$ cat src/rtl/relay_pkg.sv
// Shared types and helpers for the relay memory arbiter: widths, FSM states
// and the round-robin search order.
package relay_pkg;

    localparam int ADDR_W = 16;
    localparam int BYTE_W = 8;

    typedef enum logic [1:0] {
        IDLE   = 2'd0,
        WRITE  = 2'd1,
        SETTLE = 2'd2
    } state_t;

    // Candidate index visited at search position 'step' after the last winner.
    function automatic int unsigned rr_next(input int unsigned last,
                                            input int unsigned step,
                                            input int unsigned n);
        return (last + 1 + step) % n;
    endfunction

endpackage

$ cat src/rtl/rr_arbiter.sv
// Combinational one-of-N grant selector for the relay memory arbiter.
// Round-robin by default; RELAY_ARB_FIXED_PRIO_EN selects lowest-index-wins.
module rr_arbiter
    import relay_pkg::*;
#(
    parameter int NUM_REQ = 2,
    parameter int IDX_W   = (NUM_REQ > 1) ? $clog2(NUM_REQ) : 1
) (
    input  logic [NUM_REQ-1:0] req,
    input  logic [IDX_W-1:0]   last_grant,
    input  logic               enable,
    output logic [NUM_REQ-1:0] grant,
    output logic [IDX_W-1:0]   grant_idx
);

`ifdef RELAY_ARB_FIXED_PRIO_EN
    logic unused_last_grant;
    assign unused_last_grant = ^last_grant;

    always_comb begin
        grant     = '0;
        grant_idx = '0;
        for (int i = NUM_REQ - 1; i >= 0; i--) begin
            if (enable && req[i]) begin
                grant     = '0;
                grant[i]  = 1'b1;
                grant_idx = IDX_W'(i);
            end
        end
    end
`else
    always_comb begin
        int unsigned idx;
        logic        found;
        grant     = '0;
        grant_idx = '0;
        found     = 1'b0;
        idx       = 0;
        for (int i = 0; i < NUM_REQ; i++) begin
            idx = rr_next(int'(last_grant), i, NUM_REQ);
            if (enable && !found && req[idx]) begin
                found      = 1'b1;
                grant[idx] = 1'b1;
                grant_idx  = IDX_W'(idx);
            end
        end
    end
`endif

endmodule

$ cat src/rtl/relay_mem_arbiter.sv
// Relay-state byte array with arbitrated single-byte writes and a settle
// hold-off after every write. Optional macro: RELAY_ARB_FIXED_PRIO_EN.
module relay_mem_arbiter
    import relay_pkg::*;
#(
    parameter int WIDTH         = 16,
    parameter int NUM_REQ       = 2,
    parameter int SETTLE_CYCLES = 4
) (
    input  logic                       clk,
    input  logic                       reset,
    input  logic [NUM_REQ-1:0]         req_valid,
    output logic [NUM_REQ-1:0]         req_ready,
    input  logic [NUM_REQ*ADDR_W-1:0]  req_addr,
    input  logic [NUM_REQ*BYTE_W-1:0]  req_data,
    output logic [WIDTH-1:0]           memory,
    output logic                       busy,
    output logic                       err_addr
);

    localparam int NUM_BYTES = WIDTH / BYTE_W;
    localparam int IDX_W     = (NUM_REQ > 1) ? $clog2(NUM_REQ) : 1;
    localparam int CNT_W     = (SETTLE_CYCLES > 1) ? $clog2(SETTLE_CYCLES) : 1;

    state_t              state_reg, state_next;
    logic [CNT_W-1:0]    cnt_reg, cnt_next;
    logic [IDX_W-1:0]    last_grant_reg, last_grant_next;
    logic [ADDR_W-1:0]   addr_reg, addr_next;
    logic [BYTE_W-1:0]   data_reg, data_next;

    logic [ADDR_W-1:0]   addr_arr [NUM_REQ];
    logic [BYTE_W-1:0]   data_arr [NUM_REQ];
    logic [NUM_REQ-1:0]  grant;
    logic [IDX_W-1:0]    grant_idx;
    logic                arb_enable;
    logic                write_en;
    logic [NUM_REQ-1:0]  ready_c;

    genvar gi;
    generate
        for (gi = 0; gi < NUM_REQ; gi++) begin : g_req
            assign addr_arr[gi] = req_addr[ADDR_W*gi +: ADDR_W];
            assign data_arr[gi] = req_data[BYTE_W*gi +: BYTE_W];
        end
    endgenerate

    // Reset gates the arbiter so a request held across reset never sees ready.
    assign arb_enable = (state_reg == IDLE) && !reset;

    rr_arbiter #(
        .NUM_REQ (NUM_REQ),
        .IDX_W   (IDX_W)
    ) u_arb (
        .req        (req_valid),
        .last_grant (last_grant_reg),
        .enable     (arb_enable),
        .grant      (grant),
        .grant_idx  (grant_idx)
    );

    always_ff @(posedge clk) begin
        if (reset) begin
            state_reg      <= IDLE;
            cnt_reg        <= '0;
            last_grant_reg <= IDX_W'(NUM_REQ - 1);
            addr_reg       <= '0;
            data_reg       <= '0;
        end else begin
            state_reg      <= state_next;
            cnt_reg        <= cnt_next;
            last_grant_reg <= last_grant_next;
            addr_reg       <= addr_next;
            data_reg       <= data_next;
        end
    end

    always_comb begin
        state_next      = state_reg;
        cnt_next        = cnt_reg;
        last_grant_next = last_grant_reg;
        addr_next       = addr_reg;
        data_next       = data_reg;
        ready_c         = '0;
        busy            = 1'b0;
        err_addr        = 1'b0;
        write_en        = 1'b0;
        case (state_reg)
            IDLE: begin
                if (|grant) begin
                    ready_c         = grant;
                    addr_next       = addr_arr[grant_idx];
                    data_next       = data_arr[grant_idx];
                    last_grant_next = grant_idx;
                    state_next      = WRITE;
                end
            end
            WRITE: begin
                busy = 1'b1;
                // Full 16-bit compare: out-of-range addresses never alias.
                if (addr_reg < ADDR_W'(NUM_BYTES)) begin
                    write_en = 1'b1;
                end else begin
                    err_addr = 1'b1;
                end
                if (SETTLE_CYCLES == 0) begin
                    state_next = IDLE;
                end else begin
                    cnt_next   = CNT_W'(SETTLE_CYCLES - 1);
                    state_next = SETTLE;
                end
            end
            SETTLE: begin
                busy = 1'b1;
                if (cnt_reg == '0) begin
                    state_next = IDLE;
                end else begin
                    cnt_next = cnt_reg - 1'b1;
                end
            end
            default: begin
                state_next = IDLE;
            end
        endcase
    end

    assign req_ready = ready_c;

    generate
        for (gi = 0; gi < NUM_BYTES; gi++) begin : g_byte
            logic [BYTE_W-1:0] byte_reg;
            always_ff @(posedge clk) begin
                if (reset) begin
                    byte_reg <= '0;
                end else if (write_en && addr_reg == ADDR_W'(gi)) begin
                    byte_reg <= data_reg;
                end
            end
            assign memory[BYTE_W*gi +: BYTE_W] = byte_reg;
        end
    endgenerate

endmodule

$ cat config.mk
export PLATFORM = sky130hd
export DESIGN_NAME = relay_mem_arbiter
export DESIGN_NICKNAME = d
export VERILOG_FILES = /design/src/rtl/relay_pkg.sv /design/src/rtl/rr_arbiter.sv /design/src/rtl/relay_mem_arbiter.sv
export SDC_FILE = /design/constraint.sdc
export NUM_CORES = 1
export LEC_CHECK = 0
export ABC_AREA = 0
export CORE_MARGIN = 2
export CORE_UTILIZATION = 48
export CTS_CLUSTER_SIZE = 24
export DETAILED_ROUTE_END_ITERATION = 8
export PLACE_DENSITY = 0.84
export SYNTH_ARGS = -nofsm -noshare
export SYNTH_HDL_FRONTEND = slang
export SYNTH_SLANG_ARGS = --single-unit
$ cat constraint.sdc
create_clock -name clk -period 3.65 [get_ports clk]
set_clock_uncertainty 0.2 [all_clocks]
set_input_delay 0.73 -clock clk [delete_from_list [all_inputs] [get_ports clk]]
set_output_delay 0.73 -clock clk [all_outputs]
set_load 0.05 [all_outputs]
; After elaboration in Yosys (flattened, before gate mapping)
; Index checks and enable logic that the tools add are counted.
; W data, S select, Z words.
[totals]
ff_bits = 45
in_bits = 52
output_inout_bits = 20
word_cells = 74
[op_classes]
add_sub_neg = 3
order_cmp = 6
n_eq_ne = 6
muxes = 31
n_bitwise = 2
n_reduce_logical = 19
[ops]
columns = op, count
row1 = $mux W16, 3
row2 = $mux W8, 3
row3 = $eq A16 B1 Y1 const B, 1
row4 = $logic_not A16 Y1, 1
row5 = $lt A16 B2 Y1 const B, 1
row6 = $mux W1, 14
row7 = $mux W2, 7
row8 = $logic_and A1 B1 Y1, 8
row9 = $pmux W2 S3, 1
row10 = $reduce_and A2 Y1, 3
row11 = $logic_not A2 Y1, 2
row12 = $lt A1 B2 Y1 const B, 2
row13 = $ne A2 B2 Y1 const B, 2
row14 = $pmux W2 S2, 1
row15 = $reduce_or A2 Y1, 2
row16 = $add A1 B1 Y1 const B, 2
row17 = $demux W1 S1, 2
row18 = $eq A2 B1 Y1 const B, 1
row19 = $eq A2 B2 Y1 const B, 1
row20 = $ge A1 B1 Y1 const B, 2
row21 = $ge A2 B2 Y1 const B, 1
row22 = $logic_not A1 Y1, 2
row23 = $ne A2 B1 Y1 const B, 1
row24 = $not A1 Y2, 1
row25 = other kinds (3), 3

; Depth between registers and ports, before layout
; Gate-level depths: netlist of run 1.
[logic_depth]
word_depth = 13
depth_mapped = 7
depth_no_buf = 6

; Hierarchy
; Synthesis of run 1 repeated with hierarchy kept, for this count alone.
[unflattened]
hier_cells = 219
area_unflattened_um2 = 2090.8
[by_module_without_submodules]
columns = mod, instances, cells_per_inst, area_per_inst_um2, seq_area_each_um2
row1 = relay_mem_arbiter, 1, 213, 2064.5, 900.9
row2 = rr_arbiter, 1, 6, 26.3, 0.0

; Least setup slack after synthesis of run 1
; No wires, ideal clock.
[synth_timing]
path_type = in2out
startpoint = input reset
endpoint = output req_ready[0]
arrival_ns = 1.772
required_ns = 2.720
slack_ns = 0.948
path_stages = 3
path_buffers = 0
cell_sequence = nor2b_1 > nand2_1 > a21oi_1
[synth_between]
elab_chain_len = 11
elab_cells_between_ends = 13
cone_classes = 5 x mux / 1 x bitwise / 7 x reduce/logical
[synth_rtl]
columns = element, line_no
row1 = start: declaration, relay_mem_arbiter.sv:11  ; input logic reset,
row2 = $logic_not A1 Y1 (*), relay_mem_arbiter.sv:48  ; assign arb_enable = (state_reg == IDLE) && !reset;
row3 = $logic_and A1 B1 Y1 (*), relay_mem_arbiter.sv:48
row4 = $logic_and A1 B1 Y1, rr_arbiter.sv:41  ; if (enable && !found && req[idx]) begin
row5 = $mux W1, rr_arbiter.sv:41
row6 = $logic_not A1 Y1, rr_arbiter.sv:41
row7 = $logic_and A1 B1 Y1 (2 in a row), rr_arbiter.sv:41
row8 = $mux W2 (*), rr_arbiter.sv:41
row9 = $reduce_or A2 Y1, relay_mem_arbiter.sv:89  ; if (|grant) begin
row10 = $mux W2 (*), relay_mem_arbiter.sv:89
row11 = $mux W2 (*), relay_mem_arbiter.sv:87  ; case (state_reg)
row12 = end: declaration, relay_mem_arbiter.sv:13  ; output logic [NUM_REQ-1:0] req_ready,
; Mark *: on every way between the ends. The rest lies on a longest branch, timed or not.

; Worst setup path after layout of run 1
[layout_timing]
startpoint = register addr_reg[3]
endpoint = output err_addr
[layout_between]
elab_chain_len = 3
[layout_rtl]
columns = element, line_no
row1 = start: declaration, relay_mem_arbiter.sv:28  ; logic [ADDR_W-1:0] addr_reg, addr_next;
row2 = start signal: assignment, relay_mem_arbiter.sv:72  ; addr_reg <= addr_next;
row3 = $lt A16 B2 Y1, relay_mem_arbiter.sv:100  ; if (addr_reg < ADDR_W'(NUM_BYTES)) begin
row4 = $mux W1, relay_mem_arbiter.sv:100
row5 = $mux W1, relay_mem_arbiter.sv:87
row6 = end: declaration, relay_mem_arbiter.sv:18  ; output logic err_addr
; Every way passes these cells.

==> results of run 1 <==
==> worst max-delay path by stage <==
stage	startpoint	end	slack (ns)	cells past startpoint
floorplan	reset	req_ready[0]	0.95	3
global placement	reset	req_ready[0]	0.85	5
detailed placement	reset	req_ready[0]	0.78	5
CTS	addr_reg[3]$_SDFFE_PP0P_	err_addr	0.62	4
global route	addr_reg[3]$_SDFFE_PP0P_	err_addr	0.56	4
finish	addr_reg[3]$_SDFFE_PP0P_	err_addr	0.63	4
==> where the power goes <==
group          internal [mW]  switching, mW  total [mW]
Sequential             0.547         0.0412       0.588
Combinational          0.192          0.220       0.412
Clock                  0.136          0.168       0.304
Total                  0.875          0.429        1.30
==> critical path: stages, from the launching register on <==
cell	delay, ns
dfxtp_1	0.34
nor4_4	0.35
and3_2	0.26
a31oi_1	0.11
clkdlybuf4s50_1	0.72
==> cell families (layout without fill, tap and decap cells) <==
group / after synthesis / after routing / share of synthesized area
compound gates: 42 / 42 / 0.1472
fa+ha+maj: 5 / 5 / 0.03003
simple gates: 75 / 75 / 0.1892
mux: 32 / 32 / 0.1538
buf+inv: 22 / 90 / 0.04745
flops: 45 / 45 / 0.4324
==> routing by layer <==
layer,track usage,up-vias,wire [um]
met5,0,-,0
met4,0.07051,0,80
met3,0.05483,6,221
met2,0.3354,54,2221
met1,0.2276,831,1937
li1,-,926,-
==> cell usage in the layout (no fill, tap or decap), drive strengths merged, types with 3 or more instances in the layout <==
master	synthesis	final
inv	8	8
and3	3	3
clkbuf	7	5
nor4	10	10
clkdlybuf4s50	0	69
a211oi	25	25
o21ai	3	3
ha	5	5
a31o	8	8
nor2	31	31
dfxtp	45	45
buf	7	5
nand3	4	4
nor2b	3	3
mux2i	32	32
nand2	18	18
a21oi	4	4
clkinv	0	3
==> through the flow <==
| stage | util | instances | setup slack, ns | hold slack [ns] | total power [mW] |
|---|---|---|---|---|---|
| after floorplan | - | 221 | 0.9483 | 0.2591 | 0.8708 |
| after global routing | 0.7198 | 339 | 0.5634 | 0.3018 | 1.375 |
| after global placement | 0.6975 | 331 | 0.8456 | 0.2459 | 1.002 |
| after CTS | 0.7198 | 339 | 0.6221 | 0.2736 | 1.315 |
| final | 0.7198 | 339 | 0.6344 | 0.2693 | 1.305 |
| after detailed placement | 0.6975 | 331 | 0.7843 | 0.2610 | 1.014 |
==> final cells by class <==
type | count | share of cell area
Clock buffer | 5 | 0.02339
Clock inverter | 3 | 0.007656
Inverter | 8 | 0.01021
Multi-Input combinational cell | 154 | 0.3709
Sequential cell | 45 | 0.3063
Tap cell | 50 | 0.02127
Timing Repair Buffer | 74 | 0.2603
==> impl_metrics.ini, run 1 <==
[run_status]
outcome = finished clean

[worst_setup_path]
start_kind = flip-flop
critPathRequiredTime_ns = 2.72
rr_startpoint = state_reg[0]$_SDFFE_PP0P_
cp.arrival_ns = 2.09
rrSetupSlack_ns = 1.62
r2r_end = data_reg[7]$_SDFFE_PP0P_
reg2reg_depth = 7
crit_fanout = 3
crit_path_end_kind = output pin
setup.worst_path.class = flip-flop to output pin

[worst_hold_path]
whs_endpoint = g_byte[1].byte_reg[4]$_SDFFE_PP0P_
hp-start = g_byte[1].byte_reg[4]$_SDFFE_PP0P_
hold_path_depth = 2
worstHoldPathType = flip-flop to flip-flop

[floorplanning]
core-area_mm2 = 0.004086
pin_count = 72
row_count = 23
die_h_um = 69.88
die_w_um = 69.88
die_area_mm2 = 0.004883
initial_core_util = 0.5098

[logic_synthesis]
synth_top_area_cell = dfxtp_1
synth-seq-area-share = 0.4324
synth.avg_cell_area_um2 = 9.426
synthCells = 221
synth_edf_count = 0
syn_area_mm2 = 0.002083
synth_ff_type = dfxtp_1
netlist-cell-type-count = 31
syn-num-nets = 278
ys_top_cells_by_area = dfxtp_1, mux2i_1, a211oi_1
synth_top_area_frac = 0.4324
yosysWarnings = 0
synth-seq-cells = 45
synthTopCellsByCount = dfxtp_1, mux2i_1, nor2_1
synth.most_common_cell = dfxtp_1
synthArstFlopShare = 0

[finish]
drive_above_1_share = 0.07612
multi_input_comb_area_mm2 = 0.001091
fin_area_mm2 = 0.002942
fill_cells = 336
nets = 345
diodes = 0
syn_to_final_growth_pct = 41.20
regArea_um2 = 900.9

[routing]
wire_per_inst_um = 13.16
firstDrtPassIters = 4
via_per_inst = 5.360
wl_mm = 4.461
ant_nets = 0
num_vias = 1817
drc = 0
initialDrtViolationCount = 98

[placement]
post_dp_cell_area_mm2 = 0.002850
portBuffers = 71
dp_hpwl_mm = 3.446
place_congestion = 0.7956

[clock_network]
cts_setup_buffers = 0
ctsHtreeMaxLevel = 2
cts.clk_slew.worst_paths_ns = 0.09
cts_root_buffer = clkbuf_8
cts_buffers = 5
cts_tree = yes
worstSkewPairLatency_ns = 0.29
post_cts_resized = 0
cts_buffer_depth = 2
cts_hold_buf = 0
cts_sinks = 45

[sta]
relSlewSlack = 0.6613
drv_slew = 0
finalSetupViolations = 0
tightestPinTransition_ns = 0.5065
hold_viol = 0
fin_crit_ns = 3.016
rsz0062_at_grt = false
tns_ns = 0
fmax_mhz = 331.6
fin_crit_sh = 0.8262

[grt]
antenna_found_initial = 0
grtUsageTotal = 0.1938
grt_pass1_wl_mm = 7.686
grt_max_degree = 50
grt_overflow = 0
grt_pass1_vias = 1779

[power_and_ir_drop]
power_per_cell_area_mw_per_mm2 = 443.5
vdd_drop_max_mv = 0.2972
p_leak_nw = 1.240

[job]
drv_cap = 0
Note: power is estimated with default switching activity, not from simulation.
==> run 2, diff against run 1 <==
- CORE_UTILIZATION: 48 -> 41
- PLACE_DENSITY: 0.84 -> 0.76
- clock period: 3.65 -> 2.7 ns (I/O delays scaled with it)
==> run 2 against run 1 <==
Net effect:
- design area up 0.72%
- die area up 16%
- cell count up 5.0%
- combinational power up 34%
- critical path type unchanged
- largest cell class unchanged
- highest routed layer unchanged
==> impl_metrics.ini, run 2 (synthesized netlist as in run 1, its figures left out) <==
[routing]
wl_mm = 4.319
firstDrtPassIters = 4
via_per_inst = 5.008
wire_per_inst_um = 12.13
drc = 0
initialDrtViolationCount = 69
num_vias = 1783
ant_nets = 0

[floorplanning]
die_w_um = 75.28
core-area_mm2 = 0.004817
initial_core_util = 0.4325
row_count = 25
pin_count = 72
die_h_um = 75.28
die_area_mm2 = 0.005667

[finish]
fin_util = 0.6151
fin_cells = 356
final_cell_mix = clkdlybuf4s50_1, dfxtp_1, mux2i_1
fill_cells = 462
nets = 346
multi_input_comb_area_mm2 = 0.001091
regArea_um2 = 900.9
final_common_cell = clkdlybuf4s50_1
fin_area_mm2 = 0.002963
diodes = 0
syn_to_final_growth_pct = 42.22
drive_above_1_share = 0.07612

[worst_setup_path]
rr_startpoint = state_reg[1]$_SDFFE_PP0P_
crit_path_end = busy
crit_fanout = 3
start_kind = flip-flop
r2r_end = g_byte[0].byte_reg[2]$_SDFFE_PP0P_
cp.arrival_ns = 1.83
critPathRequiredTime_ns = 1.96
cp-startpoint = state_reg[0]$_SDFFE_PP0P_
setup.worst_path.class = flip-flop to output pin
crit_path_end_kind = output pin
rrSetupSlack_ns = 0.69
reg2reg_depth = 5

[job]
drv_cap = 0

[clock_network]
cts_hold_buf = 0
post_cts_resized = 0
cts_setup_buffers = 0
cts_buffers = 5
cts_tree = yes
cts_buffer_depth = 2
cts_root_buffer = clkbuf_8
worstSkewPairLatency_ns = 0.30
ctsHtreeMaxLevel = 2
cts.clk_slew.worst_paths_ns = 0.08
cts_sinks = 45

[grt]
use_met1 = 0.1988
grtUsageMet3 = 0.06961
grt_pass1_wl_mm = 7.134
grtUsageTotal = 0.1668
grt_max_degree = 41
grt_overflow = 0
grt_most_used_layer = met2
met2_usage = 0.2705
grt_pass1_vias = 1614
antenna_found_initial = 0

[placement]
dp_hpwl_mm = 3.276
portBuffers = 71
place_congestion = 0.7591
dp.cells = 349
post_dp_cell_area_mm2 = 0.002877

[worst_hold_path]
worstHoldPathType = flip-flop to flip-flop

[power_and_ir_drop]
power.share.clock = 0.235
power_per_cell_area_mw_per_mm2 = 594.6
combPwrFrac = 0.313
switching_share = 0.3176
p_seq_frac = 0.452
p_leak_nw = 1.242
vdd_drop_max_mv = 0.2401
p_sw_uw = 559.5
p_int_mw = 1.202

[sta]
tightestPinTransition_ns = 0.4947
relSlewSlack = 0.6692
drv_slew = 0
rsz0062_at_grt = false
fin_crit_sh = 0.9525
finalSetupViolations = 0
hold_viol = 0
tns_ns = 0
fmax_mhz = 388.9
fin_crit_ns = 2.572

[run_status]
outcome = finished clean
-- run 2: worst min path at each step --
stage	end	start	cells after the start	slack (ns)
global route	g_byte[1].byte_reg[4]$_SDFFE_PP0P_	g_byte[1].byte_reg[4]$_SDFFE_PP0P_	2	0.28
floorplan	g_byte[1].byte_reg[2]$_SDFFE_PP0P_	data_reg[2]$_SDFFE_PP0P_	2	0.26
global placement	g_byte[1].byte_reg[0]$_SDFFE_PP0P_	g_byte[1].byte_reg[0]$_SDFFE_PP0P_	2	0.25
finish	g_byte[1].byte_reg[0]$_SDFFE_PP0P_	g_byte[1].byte_reg[0]$_SDFFE_PP0P_	2	0.26
CTS	g_byte[1].byte_reg[0]$_SDFFE_PP0P_	g_byte[1].byte_reg[0]$_SDFFE_PP0P_	2	0.26
detailed placement	g_byte[1].byte_reg[0]$_SDFFE_PP0P_	g_byte[1].byte_reg[0]$_SDFFE_PP0P_	2	0.25
-- run 2: critical path, stage by stage (launching register included) --
cell             delay (ns)
dfxtp_1                0.36
inv_1                  0.09
ha_1                   0.28
clkdlybuf4s50_1        0.79
-- run 2: routing by layer --
layer / vias to the layer above / wire, um
met5: - / 0
met4: 0 / 61
met3: 7 / 340
met2: 54 / 1992
met1: 791 / 1925
li1: 931 / -
-- run 2: per-stage QoR --
stage | total power, mW | setup WS (ns) | hold WS (ns)
6_report | 1.762 | 0.1284 | 0.2576
5_1_grt | 1.873 | 0.04472 | 0.2845
4_1_cts | 1.780 | 0.1294 | 0.2623
3_5_place_dp | 1.368 | 0.2459 | 0.2519
3_3_place_gp | 1.358 | 0.2836 | 0.2460
2_1_floorplan | 1.177 | 0.3478 | 0.2591
-- run 2: final cells by class --
class,count,area share
clock buffer,7,0.02914
sequential,45,0.3041
multi-input combinational,154,0.3682
tap,67,0.02829
timing repair buffer,75,0.2601
inverter,8,0.01014
-- run 2: power groups by stage --
stage / registers [mW] / logic, mW / clock network (mW)
floorplan: 0.800 / 0.378 / 0
global placement: 0.811 / 0.547 / 0
detailed placement: 0.813 / 0.555 / 0
CTS: 0.797 / 0.556 / 0.426
global route: 0.808 / 0.607 / 0.458
finish: 0.797 / 0.551 / 0.414
